--- src/rtl/adder_chunked.sv ---
// -----------------------------------------------------------------------------
// adder_chunked
//   Multi-cycle WIDTH-bit adder/subtractor that adds CHUNK bits per clock.
//   A ripple carry is kept in a register between chunks. Subtraction uses the
//   identity a - b - cin == a + ~b + ~cin, so the same adder serves both modes.
//
//   Ports
//     clk        rising-edge clock
//     rst        synchronous, active-high reset
//     in_valid   operand pair and mode bits are valid
//     in_ready   block can accept operands (registered)
//     a, b       WIDTH-bit operands
//     cin        carry-in (add) / borrow-in (subtract)
//     sub        0: a+b+cin, 1: a-b-cin
//     out_valid  result valid and held until out_ready (registered)
//     out_ready  consumer accepts the result
//     sum        result modulo 2^WIDTH
//     cout       carry out of the MSB; in subtract mode 1 means "no borrow"
//     ovf        two's-complement signed overflow
//
//   WIDTH must be a multiple of CHUNK. Latency from accept to out_valid is
//   WIDTH/CHUNK cycles.
// -----------------------------------------------------------------------------
module adder_chunked #(
  parameter int WIDTH = 16,
  parameter int CHUNK = 4
) (
  input  logic             clk,
  input  logic             rst,
  input  logic             in_valid,
  output logic             in_ready,
  input  logic [WIDTH-1:0] a,
  input  logic [WIDTH-1:0] b,
  input  logic             cin,
  input  logic             sub,
  output logic             out_valid,
  input  logic             out_ready,
  output logic [WIDTH-1:0] sum,
  output logic             cout,
  output logic             ovf
);

  localparam int NCHUNK = WIDTH / CHUNK;
  // Keep the chunk index at least one bit wide so NCHUNK == 1 still elaborates.
  localparam int KW = (NCHUNK > 1) ? $clog2(NCHUNK) : 1;
  localparam logic [KW-1:0] K_LAST = KW'(NCHUNK - 1);

  localparam logic [1:0] S_IDLE = 2'd0;
  localparam logic [1:0] S_RUN  = 2'd1;
  localparam logic [1:0] S_DONE = 2'd2;

  logic [1:0]       state;
  logic [WIDTH-1:0] a_q;
  logic [WIDTH-1:0] b_q;      // already inverted when subtracting
  logic             c_q;      // inter-chunk carry
  logic [KW-1:0]    k;

  logic [CHUNK-1:0] a_chunk;
  logic [CHUNK-1:0] b_chunk;
  logic [CHUNK-1:0] s_chunk;
  logic             c_next;

  // One CHUNK-bit slice of the ripple adder, selected by the chunk index.
  // NOTE: every signal driven here is assigned on every path, so the block is
  // purely combinational; a missing assignment would infer a latch.
  always_comb begin
    a_chunk = a_q[k*CHUNK +: CHUNK];
    b_chunk = b_q[k*CHUNK +: CHUNK];
    {c_next, s_chunk} = {1'b0, a_chunk} + {1'b0, b_chunk} + {{CHUNK{1'b0}}, c_q};
  end

  // NOTE: all state updates use non-blocking assignments so every register
  // samples the pre-edge values, independent of statement order.
  always_ff @(posedge clk) begin
    if (rst) begin
      state     <= S_IDLE;
      in_ready  <= 1'b1;
      out_valid <= 1'b0;
      sum       <= '0;
      cout      <= 1'b0;
      ovf       <= 1'b0;
      k         <= '0;
      c_q       <= 1'b0;
    end else begin
      case (state)
        S_IDLE: begin
          if (in_valid) begin
            a_q      <= a;
            b_q      <= sub ? ~b : b;
            c_q      <= sub ? ~cin : cin;
            k        <= '0;
            sum      <= '0;
            in_ready <= 1'b0;
            state    <= S_RUN;
          end
        end

        S_RUN: begin
          sum[k*CHUNK +: CHUNK] <= s_chunk;
          c_q                   <= c_next;
          if (k == K_LAST) begin
            k         <= '0;
            cout      <= c_next;
            // Signed overflow: operands (as fed to the adder) agree in sign
            // but the result sign differs.
            ovf       <= (a_q[WIDTH-1] == b_q[WIDTH-1]) &&
                         (s_chunk[CHUNK-1] != a_q[WIDTH-1]);
            out_valid <= 1'b1;
            state     <= S_DONE;
          end else begin
            k <= k + 1'b1;
          end
        end

        S_DONE: begin
          if (out_ready) begin
            out_valid <= 1'b0;
            in_ready  <= 1'b1;
            state     <= S_IDLE;
          end
        end

        default: begin
          state     <= S_IDLE;
          in_ready  <= 1'b1;
          out_valid <= 1'b0;
        end
      endcase
    end
  end

  // NOTE: a_q and b_q are deliberately left out of reset: they are only read
  // in RUN, which is always entered through a capture that loads them.

endmodule

--- config.mk ---
export PLATFORM = sky130hd
export DESIGN_NAME = adder_chunked
export DESIGN_NICKNAME = d
export VERILOG_FILES = /design/src/rtl/adder_chunked.sv
export SDC_FILE = /design/constraint.sdc
export NUM_CORES = 1
export LEC_CHECK = 0
export BUFFER_PORTS_ARGS = -buffer_cell sky130_fd_sc_hd__buf_2
export CAP_MARGIN = 20
export CORE_UTILIZATION = 25
export CTS_CLUSTER_DIAMETER = 30
export DETAILED_ROUTE_END_ITERATION = 6
export GPL_ROUTABILITY_DRIVEN = 0
export GPL_TIMING_DRIVEN = 0
export PLACE_DENSITY = 0.54
export SLEW_MARGIN = 25
export SYNTH_ARGS = -nofsm -noshare
export SYNTH_HDL_FRONTEND = slang
export SYNTH_SLANG_ARGS = --single-unit
--- constraint.sdc ---
create_clock -name clk -period 4.5 [get_ports clk]
set_input_delay 0.45 -clock clk [delete_from_list [all_inputs] [get_ports clk]]
set_output_delay 0.45 -clock clk [all_outputs]
set_load 0.05 [all_outputs]
== Word level (Yosys, flattened, before mapping) ==
Cells that the tools add are included.

* Bits in registers: 57
* Input port bits: 38
* Logic and storage cells: 60

* $add $sub $neg: 4
* Eq/ne operators: 8
* Shift operators: 4
* Muxes and demuxes: 20
* Bitwise operators: 5
* Reductions and logical operators: 9

{| class="wikitable"
|+ Operators with widths
! cell !! count
|-
| $neg 4->34 || 1
|-
| $shift 4x34->16 const A || 1
|-
| $shiftx 4x34->16 || 1
|-
| $mux 16 || 2
|-
| $pmux 16 s2 || 1
|-
| $shiftx 16x5->4 || 2
|-
| $bwmux 16 || 1
|-
| $not 16->16 || 1
|-
| $reduce_and 3->1 || 4
|-
| $mux 2 || 5
|-
| $mux 1 || 6
|-
| $ne 2x2->1 const B || 3
|-
| $pmux 1 s3 || 2
|-
| $pmux 2 s3 || 1
|-
| $add 4x4->5 || 1
|-
| $add 5x1->5 || 1
|-
| $eq 2x2->1 const B || 2
|-
| $not 1->1 || 4
|-
| $pmux 2 s2 || 1
|-
| $reduce_and 2->1 || 2
|-
| $add 2x1->2 const B || 1
|-
| $eq 2x1->1 const B || 1
|-
| $logic_not 2->1 || 1
|-
| $pmux 1 s2 || 1
|-
| other kinds (4) || 4
|}

== Depth between registers and ports, before layout ==
Gate-level depths: netlist of run 1.

* Word-level depth: 6
* Depth in mapped cells: 8
* Gate-level depth less buffers: 7

== Worst setup path before layout of run 1 ==
No wires, ideal clock.

* Kind: flip-flop to flip-flop
* Start point: reg state[1]
* End point: reg a_q[0], enable pin
* Library setup time: 0.461 ns
* Data arrival time: 2.886 ns
* Required time: 4.039 ns
* Slack: 1.153 ns
* Stages on the path, launching flop included: 4
* Period minus slack after synthesis: 3.347 ns
* Cell sequence: dfxtp_1 buf_2 clkbuf_1 nor3_1

* Longest elaborated chain between the ends: 2

{| class="wikitable"
|+ Ends and longest elaborated chain
! what !! RTL line !! text
|-
| from (decl) || 52 || <nowiki>logic [1:0] state;</nowiki>
|-
| from (signal assigned) || 76 || <nowiki>state <= S_IDLE;</nowiki>
|-
| from (signal assigned) || 94 || <nowiki>state <= S_RUN;</nowiki>
|-
| from (signal assigned) || 109 || <nowiki>state <= S_DONE;</nowiki>
|-
| $logic_not 2->1 || 85 || <nowiki>case (state)</nowiki>
|-
| $reduce_and 3->1 (no line) || n/a ||
|-
| to (signal assigned) || 88 || <nowiki>a_q <= a;</nowiki>
|-
| to (decl) || 53 || <nowiki>logic [WIDTH-1:0] a_q;</nowiki>
|}

No other way between the ends.
A chain may end at the register's enable or synchronous reset.

== Final worst setup path of run 1 ==
* Start point: reg k[0]
* End point: reg c_q

* Longest elaborated chain between the ends: 4

{| class="wikitable"
|+ Ends and longest elaborated chain
! what !! RTL line !! text
|-
| from (decl) || 56 || <nowiki>logic [KW-1:0] k;</nowiki>
|-
| from (signal assigned) || 111 || <nowiki>k <= k + 1'b1;</nowiki>
|-
| $shiftx 16x5->4 (on tied branches) || 67, 68 ||
|-
| $add 4x4->5 (*) || 69 || <nowiki>{c_next, s_chunk} = {1'b0, a_chunk} + {1'b0, b_chunk} + {{CHUNK{1'b0}}, c_q};</nowiki>
|-
| $add 5x1->5 (*) || 69 ||
|-
| $pmux 1 s2 (*) || 85 ||
|-
| to (signal assigned) || 90 || <nowiki>c_q <= sub ? ~cin : cin;</nowiki>
|-
| to (signal assigned) || 100 || <nowiki>c_q <= c_next;</nowiki>
|-
| to (decl) || 55 || <nowiki>logic c_q;</nowiki>
|}

Mark *: on every way between the ends. The rest lies on a longest branch, timed or not.

==> flow_summary.ini, run 1 <==
[global_routing]
grt_pass1_vias = 1710
grtUsageTotal = 0.117
grt_first_pass_wirelength_um = 8860
grt_overflow_total = 0
grt_max_degree = 11
antenna_found_initial = 0

[clock_tree]
post_cts_resized = 0
cts_buffers = 9
cts_buffer_depth = 2
cts_tree = yes
postCtsSetupBuffers = 0
clk_pin_slew_ps = 70
clkSinkCount = 57
clk_latency_ps = 340
cts_max_level = 3
cts-root-buf = clkbuf_8
postCtsHoldBufs = 0

[floorplanning]
initial_core_util = 0.257
core-area_um2 = 9770
ios = 58
die_area_um2 = 10500
die_w_um = 102
dieHeight_um = 102
num_rows = 36

[finish]
final_cell_mix = buf_2 (62), edfxtp_1 (32), nor2_1 (27)
final_common_cell = buf_2
drive_above_1_share = 0.346
layout-area-overhead-vs-synth_pct = 27.2
instances_no_fill = 402
antenna_cells = 0
nets = 311

[detailed_routing]
routed_wirelength_um = 5490
num_vias = 1741
drt_iter0_drc = 85
vias_per_cell = 4.33
routedWlPerCell_um = 13.6
drc = 0
postRouteAntennaNets = 0
drtPass1Iterations = 4

[logic_synthesis]
netlist_instances = 194
netlist_area_um2 = 2510
synth_cell_types = 29
synthXorXnorAreaFrac = 0.0627
synthSimpleGateAreaFrac = 0.0961
muxShareOfSynthArea = 0.0717
synth_top_family_by_area = compound AO/OA/AOI/OAI gates
syn_avg_cell_area_um2 = 13.0
synth-seq-area-share = 0.582
synth_compound_area_frac = 0.111
yosys.area_share.adder = 0.0508
ys_seq_elements = 57
syn_nets = 241
yosys_warnings = 0

[pwr]
netSwitchingPower_uw = 316
p_per_area_nw_per_um2 = 389
p_seq_frac = 0.469
total_leakage_power_uw = 0.00127
p_int_uw = 928
irDropWorstVdd_mv = 0.155
clkPwrFrac = 0.396
swShare = 0.254
power_frac_comb = 0.135

[place]
place_inst = 386
port_buffers = 55
dp_hpwl_um = 4070

[timing]
clock_skew_ps = 14.8
setup_violations = 0
finalCritPeriodShare = 0.690
hold_viol = 0
slew_violations = 0
max_freq_mhz = 322
rsz0062_at_grt = no
tns_ps = 0
relSlewSlack = 0.545
worst_pin_slew_ps = 682
finalCriticalPeriod_ps = 3100

[setup_path]
reg2reg_depth = 8
r2r-start = k[0]$_SDFFE_PP0P_
criticalPathCategory = register to register
critPathArrivalTime_ps = 3310
cp-end-kind = register
reg2reg_to = c_q$_SDFFE_PP0P_
crit_required_ps = 4710
start_kind = register
rrSetupSlack_ps = 1400
crit_fanout = 10

[min_path]
holdPathEnd = a_q[10]$_DFFE_PP_
hp-start = a[10]
min_path_cells = 1
hold_class = input pin to register

[status]
outcome = completed

[run]
drv_cap = 0
## cells in the mapped netlist
| library cell | instances | area, um^2 |
|---|---|---|
| a211oi_1 | 3 | 22.5 |
| a21o_1 | 6 | 45.0 |
| a21oi_1 | 8 | 40.0 |
| a22oi_1 | 12 | 90.1 |
| a311oi_2 | 1 | 15.0 |
| a32oi_1 | 4 | 35.0 |
| and3b_1 | 1 | 8.76 |
| buf_2 | 7 | 35.0 |
| clkbuf_1 | 6 | 22.5 |
| dfxtp_1 | 25 | 500 |
| edfxtp_1 | 32 | 961 |
| fa_1 | 2 | 40.0 |
| ha_1 | 7 | 87.6 |
| inv_1 | 2 | 7.51 |
| mux4_2 | 8 | 180 |
| nand2_1 | 7 | 26.3 |
| nand2b_1 | 3 | 18.8 |
| nand3_1 | 1 | 5.00 |
| nand3b_1 | 1 | 7.51 |
| nor2_1 | 27 | 101 |
| nor3_1 | 4 | 20.0 |
| nor4_1 | 2 | 12.5 |
| nor4b_4 | 1 | 23.8 |
| o21bai_1 | 3 | 22.5 |
| o31a_1 | 1 | 8.76 |
| or3b_1 | 1 | 8.76 |
| or3b_2 | 1 | 8.76 |
| xnor2_1 | 1 | 8.76 |
| xor2_1 | 17 | 149 |
## flip-flops by register name, indices dropped and copies added, names as in the netlist
name,count
a_q,16
cout,1
in_ready,1
out_valid,1
c_q,1
ovf,1
sum,16
state,2
b_q,16
k,2
## worst max-delay path, stage by stage, from the launching register on
cell and delay [ps]:
dfxtp_1 460, buf_2 390, mux4_2 590, fa_1 450
fa_1 420, a21o_1 210, a21oi_1 250, or3b_2 160
a21oi_1 50
## area by class of cell
class	count	area [um^2]
Inverter	2	7.51
Timing Repair Buffer	59	309
Sequential cell	57	1460
Multi-Input combinational cell	122	991
Buffer	13	57.6
Clock buffer	11	153
Clock inverter	5	51.3
Fill cell	1009	6580
Tap cell	133	166
## worst max path at each step
stage,start,endpoint,slack (ps),depth (start not counted)
after floorplan,state[1]$_SDFFE_PP0P_,a_q[0]$_DFFE_PP_,1150,3
final,k[0]$_SDFFE_PP0P_,c_q$_SDFFE_PP0P_,1400,8
after CTS,k[0]$_SDFFE_PP0P_,c_q$_SDFFE_PP0P_,1340,8
after global routing,k[0]$_SDFFE_PP0P_,sum[10]$_SDFFE_PP0P_,1190,7
after global placement,in_valid,a_q[12]$_DFFE_PP_,140,4
after detailed placement,k[0]$_SDFFE_PP0P_,c_q$_SDFFE_PP0P_,1360,8
## power groups by stage
stage	clock network [uW]	registers, uW	logic [uW]
final	492	583	168
after global routing	532	586	188
after detailed placement	0	595	170
after CTS	511	584	171
after global placement	0	596	163
after floorplan	0	607	98.5
## routing by layer
metal / part of all wire / vias up / global-route usage
met3: 0.048 / 8 / 0.0383
met2: 0.47 / 42 / 0.183
met5: 0 / - / 0
met4: 0.014 / 0 / 0.0495
li1: - / 856 / -
met1: 0.46 / 835 / 0.148
## metrics by stage
step                      area (um^2)  hold slack (ps)  setup WS (ps)  total power (uW)  utilization
after global routing             3200              265           1190              1310        0.327
after global placement           2950              486            143               759        0.302
after detailed placement         2990              485           1360               765        0.306
final                            3200              287           1400              1240        0.327
after floorplan                  2510              532           1150               705            -
after CTS                        3200              255           1340              1270        0.327
## cells by family after synthesis
kind of cell | after synthesis
AOI/OAI and AO/OA | 38
DFF | 57
and+or+nand+nor | 49
adders and majority gates | 9
buffers and inverters | 15
muxes | 8
xor gates and xnor gates | 18
Power figures use the tool's default switching activity.
==> inputs of run 2 (changes only) <==
PLACE_DENSITY = 0.56   (was 0.54)
clock period = 2.62 ns   (was 4.5 ns; I/O delays follow)
==> flow_summary.ini, run 2 (synthesis results as in run 1) <==
[status]
outcome = completed

[setup_path]
criticalPathCategory = register to register
crit_chain = buf_12 > buf_8 > mux4_2 > ha_4 > a211oi_2 > or3b_1 > buf_6 > a21o_1 > a311oi_2
r2r-start = k[0]$_SDFFE_PP0P_
cp-startpoint = k[0]$_SDFFE_PP0P_
reg2reg_depth = 9
start_kind = register
critPathCapture = ovf$_SDFFE_PP0P_
cp-end-kind = register
critPathArrivalTime_ps = 2770
slowest_stage = mux4_2
crit_fanout = 6
rrSetupSlack_ps = 100
crit_path_max_incr_delay_ps = 550
reg2reg_to = ovf$_SDFFE_PP0P_
crit_required_ps = 2870

[clock_tree]
cts_buffer_depth = 2
postCtsHoldBufs = 0
clk_pin_slew_ps = 70
cts-root-buf = clkbuf_8
clk_latency_ps = 340
cts_buffers = 9
cts_max_level = 3
clkSinkCount = 57
cts_tree = yes

[timing]
clock_skew_ps = 13.5
hold_viol = 0
finalCritPeriodShare = 0.961
tns_ps = 0
slew_violations = 0
worst_pin_slew_ps = 677
relSlewSlack = 0.544
setup_violations = 0
rsz0062_at_grt = no
max_freq_mhz = 397
finalCriticalPeriod_ps = 2520

[floorplanning]
die_w_um = 102
core-area_um2 = 9770
num_rows = 36
dieHeight_um = 102
ios = 58
die_area_um2 = 10500
initial_core_util = 0.257

[detailed_routing]
vias_per_cell = 4.42
drtPass1Iterations = 4
num_vias = 1803
drc = 0
postRouteAntennaNets = 0
routed_wirelength_um = 5700
drt_iter0_drc = 60
routedWlPerCell_um = 14.0

[pwr]
total_leakage_power_uw = 0.00132
total_power_uw = 2240
irDropWorstVdd_mv = 0.226
p_per_area_nw_per_um2 = 669

[global_routing]
grt_first_pass_wirelength_um = 9140
grt_pass1_vias = 1823
grt_max_degree = 18
grt_overflow_total = 0
grtUsageTotal = 0.122
antenna_found_initial = 0

[finish]
drive_above_1_share = 0.396
nets = 317
antenna_cells = 0
top_regs = a_q: 16 flops, b_q: 16 flops, sum: 16 flops
layout-area-overhead-vs-synth_pct = 33.1
design_area_um2 = 3340
final_common_cell = buf_2
final_util = 0.342
final_cell_mix = buf_2 (60), edfxtp_1 (32), nor2_1 (27)

[min_path]
hold_class = input pin to register
min_path_cells = 1

[place]
port_buffers = 55
placed_area_um2 = 2990
dp_hpwl_um = 4060

[run]
drv_cap = 0
run 2: cell types whose count changed in the layout (fill, tap and decap cells not counted), moves of 2 or more:
cell	delta
clkbuf_1	-2
buf_2	-2
fa_1	-2
buf_6	+2
fa_2	+2
buf_4	+4
clkbuf_8	+2
run 2: worst max-delay path: cells and delay by family (launching register included):
family | cells | cell delay, ps
buf+inv | 3 | 390
simple gates | 1 | 370
flops | 1 | 370
compound gates | 3 | 460
fa+ha+maj | 1 | 290
mux | 1 | 550
run 2: per-layer routing:
layer	vias to the layer above	track usage	part of all wire
li1	867	-	-
met1	872	0.147	0.44
met2	53	0.194	0.49
met3	11	0.0369	0.049
met4	0	0.0692	0.018
met5	-	0	0
run 2: what timing repair did:
item | in CTS | in global routing
endpoints found under the setup margin | 15 | 3
resized for setup | 10 | 11
pin swaps | 0 | 6
cloned | 0 | 0
setup buffers | 0 | 8
run 2: area by class of cell:
| cell class | instances | area [um^2] |
|---|---|---|
| inverter | 2 | 7.51 |
| multi-input combinational | 122 | 1030 |
| timing repair buffer | 65 | 365 |
| clock buffer | 12 | 176 |
| buffer | 13 | 82.6 |
| fill | 972 | 6430 |
| tap | 133 | 166 |
| sequential | 57 | 1470 |
| clock inverter | 4 | 46.3 |
run 2: how the worst min path moves through the flow:
stage / startpoint / end / slack, ps
final: a[14] / a_q[14]$_DFFE_PP_ / 90
after global routing: a[13] / a_q[13]$_DFFE_PP_ / 80
after CTS: a[14] / a_q[14]$_DFFE_PP_ / 80
after detailed placement: a[14] / a_q[14]$_DFFE_PP_ / 440
after global placement: a[1] / a_q[1]$_DFFE_PP_ / 440
after floorplan: a[0] / a_q[0]$_DFFE_PP_ / 360
run 2: power by group:
group	total [uW]	leakage [uW]	switching [uW]	internal [uW]
sequential	1000	0.000500	14.2	987
clock	902	0.000118	356	546
combinational	334	0.000704	189	145
run 2: through the flow:
step,hold WS (ps),instances,worst slack (ps)
after floorplan,361,194,5.08
after global placement,440,382,-399
after detailed placement,440,384,-350
after CTS,77.0,400,11.5
after global routing,81.1,408,0.757
final,94.8,408,103
==> inputs of run 3 (changes only) <==
PLACE_DENSITY = 0.54   (was 0.56)
clock period = 2.34 ns   (was 2.62 ns; I/O delays follow)
==> flow_summary.ini, run 3 (synthesis results as in run 1) <==
[global_routing]
met2_usage = 0.199
antenna_found_initial = 0
grt_overflow_total = 0
grt_max_degree = 18
grt_pass1_vias = 1784
use_met3 = 0.0404
grt_busiest_layer = met2
grtUsageTotal = 0.115
grt.met1_usage = 0.129
grt_first_pass_wirelength_um = 8850

[status]
outcome = finished with violations
violations = setup timing

[clock_tree]
cts_tree = yes
cts-root-buf = clkbuf_8
cts_buffers = 9
cts_buffer_depth = 2
clk_latency_ps = 340
clk_pin_slew_ps = 70
postCtsHoldBufs = 0
clkSinkCount = 57
cts_max_level = 3

[floorplanning]
ios = 58
dieHeight_um = 102
core-area_um2 = 9770
initial_core_util = 0.257
num_rows = 36
die_area_um2 = 10500
die_w_um = 102

[timing]
max_freq_mhz = 396
rsz0062_at_grt = yes
worst_pin_slew_ps = 753
setup_ws_ps = -183
relSlewSlack = 0.496
slew_violations = 0
setup_violations = 11
hold_viol = 0
finalCritPeriodShare = 1.08
clock_skew_ps = 8.81
tns_ps = -837
finalCriticalPeriod_ps = 2520

[setup_path]
crit_chain = bufbuf_16 > mux4_2 > ha_4 > a211oi_2 > or3b_1 > buf_6 > a21o_1 > a311oi_2
crit_fanout = 6
reg2reg_depth = 8
r2r-start = k[0]$_SDFFE_PP0P_
rrSetupSlack_ps = -180
critPathArrivalTime_ps = 2770
slowest_stage = mux4_2
start_kind = register
crit_required_ps = 2580
cp-end-kind = register
reg2reg_to = ovf$_SDFFE_PP0P_
criticalPathCategory = register to register
crit_path_max_incr_delay_ps = 540

[finish]
layout-area-overhead-vs-synth_pct = 32.1
instances_no_fill = 404
final_common_cell = buf_2
nets = 314
antenna_cells = 0
drive_above_1_share = 0.391
final_cell_mix = buf_2 (60), edfxtp_1 (32), nor2_1 (27)
top_regs = a_q: 16 flops, b_q: 16 flops, sum: 16 flops

[place]
place_inst = 383
pre_cts_slack_ps = -542
dp_hpwl_um = 4020
port_buffers = 55

[detailed_routing]
postRouteAntennaNets = 0
vias_per_cell = 4.35
routed_wirelength_um = 5540
drt_iter0_drc = 58
num_vias = 1758
drc = 0
drtPass1Iterations = 4
routedWlPerCell_um = 13.7

[min_path]
hp-start = a[9]
hold_class = input pin to register
holdPathEnd = a_q[9]$_DFFE_PP_
min_path_cells = 1

[pwr]
total_leakage_power_uw = 0.00128
irDropWorstVdd_mv = 0.309
p_per_area_nw_per_um2 = 716
total_power_uw = 2380

[run]
drv_cap = 0
run 3: cell count changes in the layout (fill, tap and decap cells not counted), sizes merged:
| cell | before | now |
|---|---|---|
| inv | 3 | 2 |
| clkbuf | 18 | 16 |
| clkinvlp | 0 | 3 |
| buf | 72 | 68 |
| bufbuf | 0 | 1 |
| clkinv | 2 | 1 |
run 3: routing by layer:
layer  routed length (um)  up-vias
met1                 2350      832
met2                 2780       50
met5                    0        -
li1                     -      864
met4                   97        0
met3                  304       12
run 3: power breakdown:
| part | internal (uW) | switching, uW |
|---|---|---|
| clock | 483 | 388 |
| combinational | 170 | 214 |
| sequential | 1110 | 15.7 |
| total | 1760 | 618 |
run 3: timing repair:
action,CTS,global route
setup endpoints to repair,17,15
pin swaps,9,1
gates resized for setup,10,1
buffers inserted,5,0
hold endpoints to repair,0,0
cloned,1,0
run 3: final cells by class:
cell class                 count  area (um^2)
fill                        1001         6450
sequential                    57         1470
multi-input combinational    122         1050
timing repair buffer          62          360
tap                          133          166
clock buffer                  10          128
buffer                        13         82.6
clock inverter                 5         57.6
inverter                       2         7.51
run 3: per-stage QoR:
stage	util	hold slack, ps	cell area [um^2]
2_1_floorplan	-	333	2550
3_3_place_gp	0.306	410	2990
3_5_place_dp	0.307	412	3000
4_1_cts	0.339	51.1	3310
5_1_grt	0.340	51.5	3320
6_report	0.340	67.3	3320
run 3: worst max-delay path: cells and delay by family, from the launching register on:
family                     cells  cell delay [ps]
and+or+nand+nor                1              380
muxes                          1              540
buffers and inverters          2              400
DFF                            1              370
AOI/OAI and AO/OA              3              440
adders and majority gates      1              290
run 3: how the worst max path moves through the flow:
stage | from | endpoint | slack [ps]
finish | k[0]$_SDFFE_PP0P_ | ovf$_SDFFE_PP0P_ | -180
global route | k[0]$_SDFFE_PP0P_ | ovf$_SDFFE_PP0P_ | -260
CTS | k[0]$_SDFFE_PP0P_ | ovf$_SDFFE_PP0P_ | -160
detailed placement | k[1]$_SDFFE_PP0P_ | sum[10]$_SDFFE_PP0P_ | -540
global placement | k[1]$_SDFFE_PP0P_ | sum[10]$_SDFFE_PP0P_ | -540
floorplan | k[0]$_SDFFE_PP0P_ | ovf$_SDFFE_PP0P_ | -10
